### src/rtl/lane_dly_pkg.sv
// Shared types and default timing for the lane delay-line move sequencer.
// The LANE_DLY_LOAD_EN macro (see lane_dly_move_seq.sv) makes the LOAD state reachable.
package lane_dly_pkg;

    typedef enum logic [2:0] {
        IDLE,
        PAUSE,
        LOAD,
        MOVE,
        GAP,
        UNPAUSE,
        DONE
    } state_t;

    localparam int STEP_W_DEF      = 8;
    localparam int PAUSE_SETUP_DEF = 4;
    localparam int MOVE_GAP_DEF    = 3;
    localparam int PAUSE_HOLD_DEF  = 4;

    // Width of the shared wait counter; every timing parameter must fit in it.
    localparam int CNT_W = 8;

    // A wait of N cycles loads N-1: the counter reaches zero on the Nth cycle.
    function automatic logic [CNT_W-1:0] wait_val(input int cycles);
        return CNT_W'(cycles - 1);
    endfunction

endpackage

### src/rtl/lane_dly_move_seq_if.sv
// Request handshake plus lane-controller delay-line signals of the move sequencer.
// REQ_LOAD exists only when LANE_DLY_LOAD_EN is defined.
interface lane_dly_move_seq_if #(
    parameter int STEP_W = 8
);
    logic              REQ_VALID;
    logic              REQ_READY;
    logic              REQ_SEL;
    logic              REQ_DIR;
    logic [STEP_W-1:0] REQ_STEPS;
`ifdef LANE_DLY_LOAD_EN
    logic              REQ_LOAD;
`endif
    logic              DONE;
    logic              ERR_OOR;
    logic [STEP_W-1:0] STEPS_DONE;
    logic              RX_DELAY_LINE_OUT_OF_RANGE;
    logic              TX_DELAY_LINE_OUT_OF_RANGE;
    logic              DELAY_LINE_SEL;
    logic              DELAY_LINE_DIRECTION;
    logic              DELAY_LINE_MOVE;
    logic              DELAY_LINE_LOAD;
    logic              HS_IO_CLK_PAUSE;

    // Sequencer side.
    modport slave (
        input  REQ_VALID, REQ_SEL, REQ_DIR, REQ_STEPS,
`ifdef LANE_DLY_LOAD_EN
        input  REQ_LOAD,
`endif
        input  RX_DELAY_LINE_OUT_OF_RANGE, TX_DELAY_LINE_OUT_OF_RANGE,
        output REQ_READY, DONE, ERR_OOR, STEPS_DONE,
        output DELAY_LINE_SEL, DELAY_LINE_DIRECTION, DELAY_LINE_MOVE,
        output DELAY_LINE_LOAD, HS_IO_CLK_PAUSE
    );

    // Training logic / lane controller side.
    modport master (
        output REQ_VALID, REQ_SEL, REQ_DIR, REQ_STEPS,
`ifdef LANE_DLY_LOAD_EN
        output REQ_LOAD,
`endif
        output RX_DELAY_LINE_OUT_OF_RANGE, TX_DELAY_LINE_OUT_OF_RANGE,
        input  REQ_READY, DONE, ERR_OOR, STEPS_DONE,
        input  DELAY_LINE_SEL, DELAY_LINE_DIRECTION, DELAY_LINE_MOVE,
        input  DELAY_LINE_LOAD, HS_IO_CLK_PAUSE
    );

endinterface

### src/rtl/lane_dly_wait_cnt.sv
// Loadable down-counter with zero flag, shared by the PAUSE, GAP and UNPAUSE waits.
module lane_dly_wait_cnt
    import lane_dly_pkg::*;
#(
    parameter int W = CNT_W
) (
    input  logic         FAB_CLK,
    input  logic         RESET,
    input  logic         load,
    input  logic [W-1:0] load_val,
    output logic         zero
);

    logic [W-1:0] cnt_q;

    // Count down to zero and stop there; a load restarts the wait.
    // NOTE: sequential state uses non-blocking assignments so every flop samples pre-edge values.
    always_ff @(posedge FAB_CLK) begin
        if (RESET) begin
            cnt_q <= '0;
        end else if (load) begin
            cnt_q <= load_val;
        end else if (cnt_q != '0) begin
            cnt_q <= cnt_q - 1'b1;
        end
    end

    assign zero = (cnt_q == '0);

endmodule

### src/rtl/lane_dly_move_seq.sv
// Per-lane DDR4 PHY delay-line move sequencer: pauses the HS IO clock, issues N spaced
// MOVE pulses, aborts on the selected out-of-range flag, then unpauses and reports DONE.
// Optional: define LANE_DLY_LOAD_EN to add REQ_LOAD and a LOAD pulse after PAUSE.
module lane_dly_move_seq
    import lane_dly_pkg::*;
#(
    parameter int STEP_W      = STEP_W_DEF,
    parameter int PAUSE_SETUP = PAUSE_SETUP_DEF,
    parameter int MOVE_GAP    = MOVE_GAP_DEF,
    parameter int PAUSE_HOLD  = PAUSE_HOLD_DEF
) (
    input  logic                FAB_CLK,
    input  logic                RESET,
    lane_dly_move_seq_if.slave  bus
);

    state_t            state, state_nxt;
    logic              cnt_load;
    logic [CNT_W-1:0]  cnt_val;
    logic              cnt_zero;
    logic              sel_q, dir_q, err_q, load_q, req_load, oor_sel;
    logic [STEP_W-1:0] rem_q, steps_done_q;

`ifdef LANE_DLY_LOAD_EN
    assign req_load = bus.REQ_LOAD;

    // Remember whether this request asked for a LOAD before moving.
    always_ff @(posedge FAB_CLK) begin
        if (RESET) begin
            load_q <= 1'b0;
        end else if (state == IDLE && bus.REQ_VALID) begin
            load_q <= bus.REQ_LOAD;
        end
    end

    assign bus.DELAY_LINE_LOAD = (state == LOAD);
`else
    assign req_load            = 1'b0;
    assign load_q              = 1'b0;
    assign bus.DELAY_LINE_LOAD = 1'b0;
`endif

    assign oor_sel = sel_q ? bus.TX_DELAY_LINE_OUT_OF_RANGE
                           : bus.RX_DELAY_LINE_OUT_OF_RANGE;

    lane_dly_wait_cnt #(.W(CNT_W)) u_wait (
        .FAB_CLK  (FAB_CLK),
        .RESET    (RESET),
        .load     (cnt_load),
        .load_val (cnt_val),
        .zero     (cnt_zero)
    );

    // State register.
    always_ff @(posedge FAB_CLK) begin
        if (RESET) state <= IDLE;
        else       state <= state_nxt;
    end

    // Next state and wait-counter reloads.
    // NOTE: every always_comb output gets a default first so no path can infer a latch.
    always_comb begin
        state_nxt = state;
        cnt_load  = 1'b0;
        cnt_val   = '0;
        case (state)
            IDLE: begin
                if (bus.REQ_VALID) begin
                    if (bus.REQ_STEPS == '0 && !req_load) begin
                        state_nxt = DONE;
                    end else begin
                        state_nxt = PAUSE;
                        cnt_load  = 1'b1;
                        cnt_val   = wait_val(PAUSE_SETUP);
                    end
                end
            end
            PAUSE: begin
                if (cnt_zero) state_nxt = load_q ? LOAD : MOVE;
            end
            LOAD, MOVE: begin
                state_nxt = GAP;
                cnt_load  = 1'b1;
                cnt_val   = wait_val(MOVE_GAP);
            end
            GAP: begin
                if (cnt_zero) begin
                    if (oor_sel || rem_q == '0) begin
                        state_nxt = UNPAUSE;
                        cnt_load  = 1'b1;
                        cnt_val   = wait_val(PAUSE_HOLD);
                    end else begin
                        state_nxt = MOVE;
                    end
                end
            end
            UNPAUSE: begin
                if (cnt_zero) state_nxt = DONE;
            end
            DONE:    state_nxt = IDLE;
            default: state_nxt = IDLE;
        endcase
    end

    // Request capture, remaining/issued move counts and the sticky out-of-range error.
    always_ff @(posedge FAB_CLK) begin
        if (RESET) begin
            sel_q        <= 1'b0;
            dir_q        <= 1'b0;
            err_q        <= 1'b0;
            rem_q        <= '0;
            steps_done_q <= '0;
        end else if (state == IDLE && bus.REQ_VALID) begin
            sel_q        <= bus.REQ_SEL;
            dir_q        <= bus.REQ_DIR;
            err_q        <= 1'b0;
            rem_q        <= bus.REQ_STEPS;
            steps_done_q <= '0;
        end else begin
            if (state == MOVE) begin
                rem_q <= rem_q - 1'b1;
                if (steps_done_q != '1) steps_done_q <= steps_done_q + 1'b1;
            end
            if (state == GAP && cnt_zero && oor_sel) err_q <= 1'b1;
        end
    end

    assign bus.REQ_READY            = (state == IDLE);
    assign bus.HS_IO_CLK_PAUSE      = (state inside {PAUSE, LOAD, MOVE, GAP});
    assign bus.DELAY_LINE_MOVE      = (state == MOVE);
    assign bus.DELAY_LINE_SEL       = (state != IDLE) && sel_q;
    assign bus.DELAY_LINE_DIRECTION = (state != IDLE) && dir_q;
    assign bus.DONE                 = (state == DONE);
    assign bus.ERR_OOR              = (state == DONE) && err_q;
    assign bus.STEPS_DONE           = steps_done_q;

endmodule
### src/flat_wrapper.sv
// flat-port wrapper written by rule: the top's interface ports become plain ports
module lane_dly_move_seq_flat import lane_dly_pkg::*;
#(
    parameter int STEP_W      = STEP_W_DEF,
    parameter int PAUSE_SETUP = PAUSE_SETUP_DEF,
    parameter int MOVE_GAP    = MOVE_GAP_DEF,
    parameter int PAUSE_HOLD  = PAUSE_HOLD_DEF
)
  (FAB_CLK, RESET, bus_REQ_VALID, bus_REQ_SEL, bus_REQ_DIR, bus_REQ_STEPS, bus_RX_DELAY_LINE_OUT_OF_RANGE, bus_TX_DELAY_LINE_OUT_OF_RANGE, bus_REQ_READY, bus_DONE, bus_ERR_OOR, bus_STEPS_DONE, bus_DELAY_LINE_SEL, bus_DELAY_LINE_DIRECTION, bus_DELAY_LINE_MOVE, bus_DELAY_LINE_LOAD, bus_HS_IO_CLK_PAUSE);
  lane_dly_move_seq_if #(.STEP_W(STEP_W)) bus_i ();
  input  logic FAB_CLK;
  input  logic RESET;
  input wire logic [$bits(bus_i.REQ_VALID)-1:0] bus_REQ_VALID;
  input wire logic [$bits(bus_i.REQ_SEL)-1:0] bus_REQ_SEL;
  input wire logic [$bits(bus_i.REQ_DIR)-1:0] bus_REQ_DIR;
  input wire logic [$bits(bus_i.REQ_STEPS)-1:0] bus_REQ_STEPS;
  input wire logic [$bits(bus_i.RX_DELAY_LINE_OUT_OF_RANGE)-1:0] bus_RX_DELAY_LINE_OUT_OF_RANGE;
  input wire logic [$bits(bus_i.TX_DELAY_LINE_OUT_OF_RANGE)-1:0] bus_TX_DELAY_LINE_OUT_OF_RANGE;
  output wire logic [$bits(bus_i.REQ_READY)-1:0] bus_REQ_READY;
  output wire logic [$bits(bus_i.DONE)-1:0] bus_DONE;
  output wire logic [$bits(bus_i.ERR_OOR)-1:0] bus_ERR_OOR;
  output wire logic [$bits(bus_i.STEPS_DONE)-1:0] bus_STEPS_DONE;
  output wire logic [$bits(bus_i.DELAY_LINE_SEL)-1:0] bus_DELAY_LINE_SEL;
  output wire logic [$bits(bus_i.DELAY_LINE_DIRECTION)-1:0] bus_DELAY_LINE_DIRECTION;
  output wire logic [$bits(bus_i.DELAY_LINE_MOVE)-1:0] bus_DELAY_LINE_MOVE;
  output wire logic [$bits(bus_i.DELAY_LINE_LOAD)-1:0] bus_DELAY_LINE_LOAD;
  output wire logic [$bits(bus_i.HS_IO_CLK_PAUSE)-1:0] bus_HS_IO_CLK_PAUSE;
  assign bus_i.REQ_VALID = bus_REQ_VALID;
  assign bus_i.REQ_SEL = bus_REQ_SEL;
  assign bus_i.REQ_DIR = bus_REQ_DIR;
  assign bus_i.REQ_STEPS = bus_REQ_STEPS;
  assign bus_i.RX_DELAY_LINE_OUT_OF_RANGE = bus_RX_DELAY_LINE_OUT_OF_RANGE;
  assign bus_i.TX_DELAY_LINE_OUT_OF_RANGE = bus_TX_DELAY_LINE_OUT_OF_RANGE;
  assign bus_REQ_READY = bus_i.REQ_READY;
  assign bus_DONE = bus_i.DONE;
  assign bus_ERR_OOR = bus_i.ERR_OOR;
  assign bus_STEPS_DONE = bus_i.STEPS_DONE;
  assign bus_DELAY_LINE_SEL = bus_i.DELAY_LINE_SEL;
  assign bus_DELAY_LINE_DIRECTION = bus_i.DELAY_LINE_DIRECTION;
  assign bus_DELAY_LINE_MOVE = bus_i.DELAY_LINE_MOVE;
  assign bus_DELAY_LINE_LOAD = bus_i.DELAY_LINE_LOAD;
  assign bus_HS_IO_CLK_PAUSE = bus_i.HS_IO_CLK_PAUSE;
  lane_dly_move_seq #(.STEP_W(STEP_W), .PAUSE_SETUP(PAUSE_SETUP), .MOVE_GAP(MOVE_GAP), .PAUSE_HOLD(PAUSE_HOLD)) u_core (.FAB_CLK(FAB_CLK), .RESET(RESET), .bus(bus_i));
endmodule
### config.mk
export PLATFORM = sky130hd
export DESIGN_NAME = lane_dly_move_seq_flat
export DESIGN_NICKNAME = d
export VERILOG_FILES = /design/src/rtl/lane_dly_pkg.sv /design/src/rtl/lane_dly_move_seq_if.sv /design/src/rtl/lane_dly_wait_cnt.sv /design/src/rtl/lane_dly_move_seq.sv /design/src/flat_wrapper.sv
export SDC_FILE = /design/constraint.sdc
export NUM_CORES = 1
export LEC_CHECK = 0
export CAP_MARGIN = 10
export CORE_ASPECT_RATIO = 2
export CORE_UTILIZATION = 45
export CTS_CLUSTER_DIAMETER = 150
export CTS_CLUSTER_SIZE = 20
export DETAILED_ROUTE_END_ITERATION = 7
export PLACE_DENSITY = 0.7
export REMOVE_ABC_BUFFERS = 1
export SKIP_CTS_REPAIR_TIMING = 1
export SLEW_MARGIN = 10
export SYNTH_ARGS = -nofsm -noshare
export SYNTH_HDL_FRONTEND = slang
export SYNTH_SLANG_ARGS = --single-unit
### constraint.sdc
create_clock -name FAB_CLK -period 2.4 [get_ports FAB_CLK]
set_input_delay 0.6 -clock FAB_CLK [delete_from_list [all_inputs] [get_ports FAB_CLK]]
set_output_delay 0.6 -clock FAB_CLK [all_outputs]
set_load 0.05 [all_outputs]
; After elaboration in Yosys (flattened, before gate mapping)
; Cells that the tools add are included.
[totals]
register_bits = 30
latch_bits = 0
ramBits = 0
romBits = 0
output_inout_bits = 16
mem_count = 0
[op_classes]
addsub = 3
n_mul = 0
div = 0
n_lt_le_gt_ge = 0
n_eq_ne = 11
n_shift = 0
muxes = 22
bitwise = 0
n_reduce_logical = 20
[op_table]
columns = cell, n
row1 = 2-to-1 mux 8 bit, 6
row2 = zero test 8 bit, 3
row3 = case mux 8 bit (3 select lines), 1
row4 = 2-to-1 mux 3 bit, 6
row5 = subtractor 8 x 1 -> 8 bit (second input constant), 2
row6 = case mux 3 bit (5 select lines), 1
row7 = equality test 3 bit (second input constant), 3
row8 = adder 8 x 1 -> 8 bit (second input constant), 1
row9 = inequality test 8 bit (second input constant), 1
row10 = nonzero test 8 bit, 1
row11 = equality test 3 x 2 -> 1 bit (second input constant), 2
row12 = logical AND 1 bit, 6
row13 = inequality test 2 x 1 -> 1 bit (second input constant), 3
row14 = 2-to-1 mux 1 bit, 5
row15 = 2-to-1 mux 2 bit, 2
row16 = AND reduction 4 bit, 1
row17 = nonzero test 2 bit, 2
row18 = nonzero test 4 bit, 1
row19 = OR reduction 2 bit, 2
row20 = equality test 3 x 1 -> 1 bit (second input constant), 1
row21 = zero test 3 bit, 1
row22 = case mux 1 bit (3 select lines), 1
row23 = nonzero test 3 bit, 1
row24 = inequality test 2 bit (second input constant), 1
row25 = 2 further kinds, 2

; Logic depth before layout (Yosys ltp)
; Gate-level depths: netlist (run 1).
[logic_depth]
word_depth = 6
ltp_mapped = 7
depth_no_buf = 6

; Cells and area by module
; Synthesis (run 1) repeated with hierarchy kept, for this count alone.
[hier_totals]
hier_cells = 208
hier_area_um2 = 1735.4
[modules_own_cells]
columns = mod, instances, cells_each, area_per_inst_um2, seq_area_each_um2
row1 = lane_dly_move_seq, 1, 155, 1260.0, 440.4
row2 = lane_dly_wait_cnt, 1, 53, 475.5, 160.2

; Worst setup path before layout (run 1)
; No wires, ideal clock.
[synth_timing]
path_type = register -> output
start = reg u_core.state[0]
end = out bus_DELAY_LINE_DIRECTION
t_arrival_ns = 2.284
t_required_ns = 1.800
path_slack_ns = -0.484
stages_incl_launch_ff = 4
path_buffers = 1
path_cell_list = dfxtp_1 > buf_2 > nor3_1 > nor2b_1
[synth_between]
elab_chain_cells = 2
[synth_rtl]
columns = element, line_no
row1 = "start, declared", lane_dly_move_seq.sv:17  ; state_t state, state_nxt;
row2 = "start signal, assigned", lane_dly_move_seq.sv:57  ; else state <= state_nxt;
row3 = nonzero test 3 bit, lane_dly_move_seq.sv:132  ; assign bus.DELAY_LINE_DIRECTION = (state != IDLE) && dir_q;
row4 = logical AND 1 bit, lane_dly_move_seq.sv:132
row5 = "end, declared", flat_wrapper.sv:24  ; output wire logic [$bits(bus_i.DELAY_LINE_DIRECTION)-1:0] bus_DELAY_LINE_DIRECTION;
; No other way between the ends.

; Worst setup path in the final report (run 1)
[layout_timing]
start = reg u_core.steps_done_q[7] (netlist: u_core.bus.STEPS_DONE[7])
end = out bus_STEPS_DONE[7]
[layout_rtl]
columns = element, line_no
row1 = "start, declared", lane_dly_move_seq.sv:22  ; logic [STEP_W-1:0] rem_q, steps_done_q;
row2 = "start signal, assigned", lane_dly_move_seq.sv:122  ; if (steps_done_q != '1) steps_done_q <= steps_done_q + 1'b1;
row3 = "end, declared", flat_wrapper.sv:22  ; output wire logic [$bits(bus_i.STEPS_DONE)-1:0] bus_STEPS_DONE;
; No word-level cell between the ends.

==> impl_metrics.py, run 1 <==
metrics = {
    "outcome": {
        "status": "finished, final reports clean",
    },
    "place": {
        "hpwl_mm": 3.13,
        "portBuffers": 29,
        "globalplace.congestion": 0.913,
    },
    "sta": {
        "relSlewSlack": 0.592,
        "period_minus_slack_ns": 2.18,
        "whs_ns": 0.460,
        "fin_worst_skew_ns": 0.00805,
        "worst_pin_slew_ns": 0.596,
        "finalSetupViolations": 0,
        "slew_violations": 0,
        "max_freq_mhz": 459,
        "rsz0062_at_grt": "false",
        "fin_tns_setup_ns": 0,
        "finalCritPeriodShare": 0.909,
        "hold_violations": 0,
    },
    "logic_synthesis": {
        "synth_seq_area_share": 0.354,
        "synth_top_family_by_area": "compound AO/OA/AOI/OAI gates",
        "synth_flop_cell": "dfxtp_1",
        "ys_ff_latch": 30,
        "synth_edf_count": 0,
        "synthSimpleGateAreaFrac": 0.241,
        "synthMuxAreaShare": 0.0125,
        "synth.avg_cell_area_um2": 8.16,
        "synth-xor-area-share": 0.0361,
        "yosysTopAreaCell": "dfxtp_1",
        "yosys_warnings": 0,
        "netlist_instances": 208,
        "synth_async_sr_flop_share": 0,
        "yosys-top-cells-area": "dfxtp_1, a21oi_1, nor2_1",
        "synth_fa_ha_area_frac": 0.0368,
        "synth_compound_area_frac": 0.264,
        "syn_area_um2": 1700,
        "synth_cell_types": 51,
        "yosysTopAreaCellShare": 0.354,
    },
    "cts": {
        "cts_buffers": 5,
        "path_clk_slew_ns": 0.07,
        "cts_sinks": 30,
        "clock_path_buffers": 2,
        "root_buffer": "clkbuf_8",
        "cts_tree": "yes",
        "insertion_delay_ns": 0.29,
        "htree_num_levels": 2,
    },
    "worst_setup_path": {
        "rrSetupSlack_ns": 0.29,
        "r2r_cells": 6,
        "critPathMaxFanout": 8,
        "start_kind": "register",
        "crit_type": "register to primary output",
        "arrival_ns": 1.58,
        "required_ns": 1.80,
        "endpoint_kind": "primary output",
        "r2r_start": "u_core.u_wait.cnt_q[0]",
        "path_cells": "clkdlybuf4s50_1",
        "crit_path_max_incr_delay_ns": 0.85,
        "worst-path-buf-inv": 1,
        "r2r_end": "u_core.state[1]",
        "cp_slowest_cell": "clkdlybuf4s50_1",
        "cp-startpoint": "u_core.bus.STEPS_DONE[7]",
        "critPathTopFamily": "buffers and inverters",
    },
    "final_layout": {
        "utilization": 0.632,
        "syn2layout_area_growth_pct": 34.2,
        "layout-drive-gt1-share": 0.141,
        "multi_input_area_um2": 1010,
        "fin_nets": 267,
        "fill_cells": 346,
        "n_antenna_cell": 0,
        "regArea_um2": 601,
    },
    "die": {
        "die_w_um": 45.4,
        "ioPinCount": 31,
        "die-height_um": 88.9,
        "initial_core_util": 0.471,
        "die_area_um2": 4040,
        "placementRows": 31,
        "core_area_um2": 3610,
    },
    "power": {
        "vdd_drop_max_mv": 0.636,
        "power.leakage_uw": 0.000830,
        "power_density_nw_per_um2": 1060,
    },
    "drt": {
        "ant_nets": 0,
        "drtIter0Drc": 39,
        "via_per_inst": 5.63,
        "route.vias.total": 1673,
        "finalWirelength_mm": 4.14,
        "firstDrtPassIters": 4,
        "post_drt_wl_per_cell_um": 13.9,
        "drcViolationCount": 0,
    },
    "grt": {
        "grt_pass1_wl_mm": 6.77,
        "antenna_found_initial": 0,
        "track_usage": 0.228,
        "busiest_layer": "met2",
        "use_met2": 0.396,
        "grt_util_met1": 0.243,
        "met3_usage": 0.0429,
        "gr-total-overflow": 0,
        "grt_pass1_vias": 1593,
        "grt_max_degree": 18,
    },
    "job": {
        "max-cap-violations": 0,
    },
    "hold_path": {
        "hp-start": "u_core.dir_q",
        "min_to": "u_core.dir_q",
        "hold_path_class": "register to register",
        "whs_path_depth": 2,
    },
}
## worst max path at each step
stage                               endpoint  cells after the start
floorplan           bus_DELAY_LINE_DIRECTION                      2
global placement             u_core.state[1]                      5
detailed placement           u_core.state[1]                      5
CTS                        bus_STEPS_DONE[7]                      1
global route                 u_core.state[1]                      6
finish                     bus_STEPS_DONE[7]                      1
## sequential cells by signal (all words and copies together) (netlist names)
register and count:
u_core.bus.STEPS_DONE 8, u_core.dir_q 1, u_core.err_q 1, u_core.rem_q 8
u_core.sel_q 1, u_core.state 3, u_core.u_wait.cnt_q 8
## cell usage in the layout (no fill, tap or decap), types with 3 or more instances in the layout
cell type        synthesis  routed
clkdlybuf4s50_1          0      22
dfxtp_1                 30      30
nor3_1                   9       9
xor2_1                   3       3
buf_4                    1      15
o211ai_1                 4       4
a22oi_1                  3       3
nor2_1                  17      17
nor3b_1                  3       3
buf_12                   0       4
o31ai_1                  3       3
nand3_1                  9       9
a21oi_1                 20      20
inv_1                   13      13
a31oi_1                  5       5
xnor2_1                  4       4
or4_1                    6       6
clkbuf_8                 0       6
ha_1                     5       5
o21ai_0                  9       9
o21a_1                   3       3
nand2_1                 16      16
## tightest hold or removal path, cell delays in order, from the launching register on
cell	delay (ns)
dfxtp_1	0.31
nand2_1	0.05
a21oi_1	0.05
## layout make-up
type                    instances  area share
clock inverters                 2      0.0264
well taps                      49      0.0269
repair buffers                 41       0.181
flip-flops and latches         30       0.264
multi-input cells             156       0.444
clock buffers                   6      0.0362
inverters                      13      0.0214
## report_power, final
group,internal (uW),switching (uW)
sequential,592,100
clock,443,195
combinational,459,634
## cells in the mapped netlist (5+ instances only)
cell,n
nand2_1,16
inv_1,13
o21ai_0,9
or4_1,6
nand3_1,9
ha_1,5
nor3_1,9
nor2_1,17
a31oi_1,5
dfxtp_1,30
a21oi_1,20
## kinds of logic after synthesis
family,after synthesis
and+or+nand+nor,75
AOI/OAI and AO/OA,66
DFF,30
buffers and inverters,22
xor gates and xnor gates,7
adders and majority gates,5
muxes,2
other,1
## layer usage
metal | routed length [um] | share of wire | vias up
met5 | 0 | 0 | -
met4 | 159 | 0.038 | 0
met3 | 165 | 0.040 | 15
met2 | 2200 | 0.53 | 41
met1 | 1610 | 0.39 | 765
li1 | - | - | 852
## stage by stage
stage                     total power (uW)  setup WS [ns]  area [um^2]  cells
after CTS                             2430          0.220         2280    297
after floorplan                       1430         -0.447         1660    199
after global routing                  2570         0.0989         2280    297
after detailed placement              1790         0.0275         2140    289
after global placement                1790         0.0606         2140    289
final                                 2420          0.220         2280    297
Note: power is estimated with default switching activity, not from simulation.
==> run 2, diff against run 1 <==
- SETUP_SLACK_MARGIN: unset -> 0.4
==> impl_metrics.py, run 2 (synthesis results as in run 1) <==
metrics = {
    "outcome": {
        "status": "finished, final reports clean",
    },
    "grt": {
        "gr-total-overflow": 0,
        "grt_max_degree": 18,
        "grt_pass1_vias": 1593,
        "track_usage": 0.228,
        "grt_pass1_wl_mm": 6.77,
        "antenna_found_initial": 0,
    },
    "worst_setup_path": {
        "cp_slowest_cell": "or4_4",
        "cp-startpoint": "bus_REQ_STEPS[6]",
        "start_kind": "input port",
        "required_ns": 2.59,
        "endpoint_kind": "register",
        "r2r_cells": 6,
        "r2r_start": "u_core.u_wait.cnt_q[0]",
        "rrSetupSlack_ns": 0.48,
        "r2r_end": "u_core.state[1]",
        "worst-path-buf-inv": 1,
        "critPathTopFamily": "compound AO/OA/AOI/OAI gates",
        "critPathMaxFanout": 4,
        "crit_type": "input port to register",
        "arrival_ns": 2.24,
        "path_cells": "clkdlybuf4s50_1, or4_4, o21ai_0, o21ai_0, a2111oi_2",
        "cpMostUsedCell": "o21ai_0",
        "crit_path_max_incr_delay_ns": 0.59,
    },
    "job": {
        "max-cap-violations": 0,
    },
    "hold_path": {
        "min_to": "u_core.dir_q",
        "hold_path_class": "register to register",
        "hp-start": "u_core.dir_q",
        "whs_path_depth": 2,
    },
    "power": {
        "vdd_drop_max_mv": 0.638,
        "power_density_nw_per_um2": 1040,
        "clock_power_share": 0.259,
        "power.leakage_uw": 0.00101,
        "p_sw_frac": 0.382,
        "p_seq_frac": 0.281,
        "power.total_uw": 2470,
        "power_switching_uw": 945,
        "p_int_uw": 1530,
        "comb_power_share": 0.460,
    },
    "place": {
        "portBuffers": 29,
        "globalplace.congestion": 0.913,
        "hpwl_mm": 3.13,
        "dp.cells": 289,
        "pre_cts_slack_ns": 0.0275,
    },
    "final_layout": {
        "syn2layout_area_growth_pct": 39.9,
        "fin_nets": 270,
        "utilization": 0.659,
        "layout-drive-gt1-share": 0.183,
        "final_common_cell": "dfxtp_1",
        "n_antenna_cell": 0,
        "fin_cells": 300,
        "mostFrequentLayoutCells": "dfxtp_1, a21oi_1, nor2_1, nand2_1",
    },
    "sta": {
        "setup_slack_ns": 0.349,
        "finalCritPeriodShare": 0.855,
        "fin_worst_skew_ns": 0.00710,
        "slew_violations": 0,
        "max_freq_mhz": 488,
        "rsz0062_at_grt": "true",
        "hold_violations": 0,
        "relSlewSlack": 0.594,
        "finalSetupViolations": 0,
        "period_minus_slack_ns": 2.05,
        "worst_pin_slew_ns": 0.594,
    },
    "cts": {
        "insertion_delay_ns": 0.29,
        "cts_tree": "yes",
        "clock_path_buffers": 2,
        "cts_buffers": 5,
        "root_buffer": "clkbuf_8",
        "path_clk_slew_ns": 0.07,
        "htree_num_levels": 2,
        "cts_sinks": 30,
    },
    "drt": {
        "route.vias.total": 1702,
        "drtIter0Drc": 36,
        "wl_met3_um": 141,
        "ant_nets": 0,
        "m1WireLength_mm": 1.58,
        "via_per_inst": 5.67,
        "drcViolationCount": 0,
        "post_drt_wl_per_cell_um": 14.2,
        "firstDrtPassIters": 4,
        "top_layer_used": "met4",
        "finalWirelength_mm": 4.26,
        "wl_met2_mm": 2.38,
    },
    "die": {
        "initial_core_util": 0.471,
        "die-height_um": 88.9,
        "die_area_um2": 4040,
        "core_area_um2": 3610,
        "die_w_um": 45.4,
        "ioPinCount": 31,
        "placementRows": 31,
    },
}
## run 2: cell count changes in the layout (fill, tap and decap cells not counted), sizes merged
cell	delta
buf	+3
clkdlybuf4s50	-8
dlymetal6s2s	+8
## run 2: worst max path at each step
stage | end | slack, ns | cells past startpoint
floorplan | bus_DELAY_LINE_DIRECTION | -0.45 | 2
global placement | u_core.state[1] | 0.06 | 5
detailed placement | u_core.state[1] | 0.03 | 5
CTS | bus_STEPS_DONE[7] | 0.22 | 1
global route | u_core.state[1] | 0.23 | 5
finish | u_core.state[1] | 0.35 | 5
## run 2: per-stage QoR
step | area [um^2] | hold slack, ns | TNS (ns)
5_1_grt | 2380 | 0.500 | 0
6_report | 2380 | 0.460 | 0
3_3_place_gp | 2140 | 0.447 | 0
4_1_cts | 2280 | 0.462 | 0
2_1_floorplan | 1660 | 0.426 | -2.54
3_5_place_dp | 2140 | 0.451 | 0
## run 2: power by group through the flow
stage / combinational (uW) / clock [uW] / sequential, uW
2_1_floorplan: 730 / 0 / 702
3_3_place_gp: 1090 / 0 / 701
3_5_place_dp: 1090 / 0 / 702
4_1_cts: 1100 / 646 / 691
5_1_grt: 1240 / 669 / 709
6_report: 1140 / 641 / 695
## run 2: layout make-up
type	count	area, um^2
fillers	331	1230
repair buffers	44	470
inverters	13	48.8
clock buffers	6	82.6
well taps	49	61.3
flip-flops and latches	30	601
clock inverters	2	60.1
multi-input cells	156	1050
## run 2: metal layers
metal | track usage | up-vias
met5 | 0 | -
met4 | 0.132 | 0
met3 | 0.0429 | 14
met2 | 0.396 | 39
met1 | 0.243 | 797
li1 | - | 852
## run 2: worst reg2reg max path: stages (launching register included)
cell       delay (ns)
dfxtp_1          0.34
inv_1            0.12
ha_1             0.22
nor3b_2          0.29
nand2_1          0.16
o32a_1           0.39
a2111oi_2        0.31
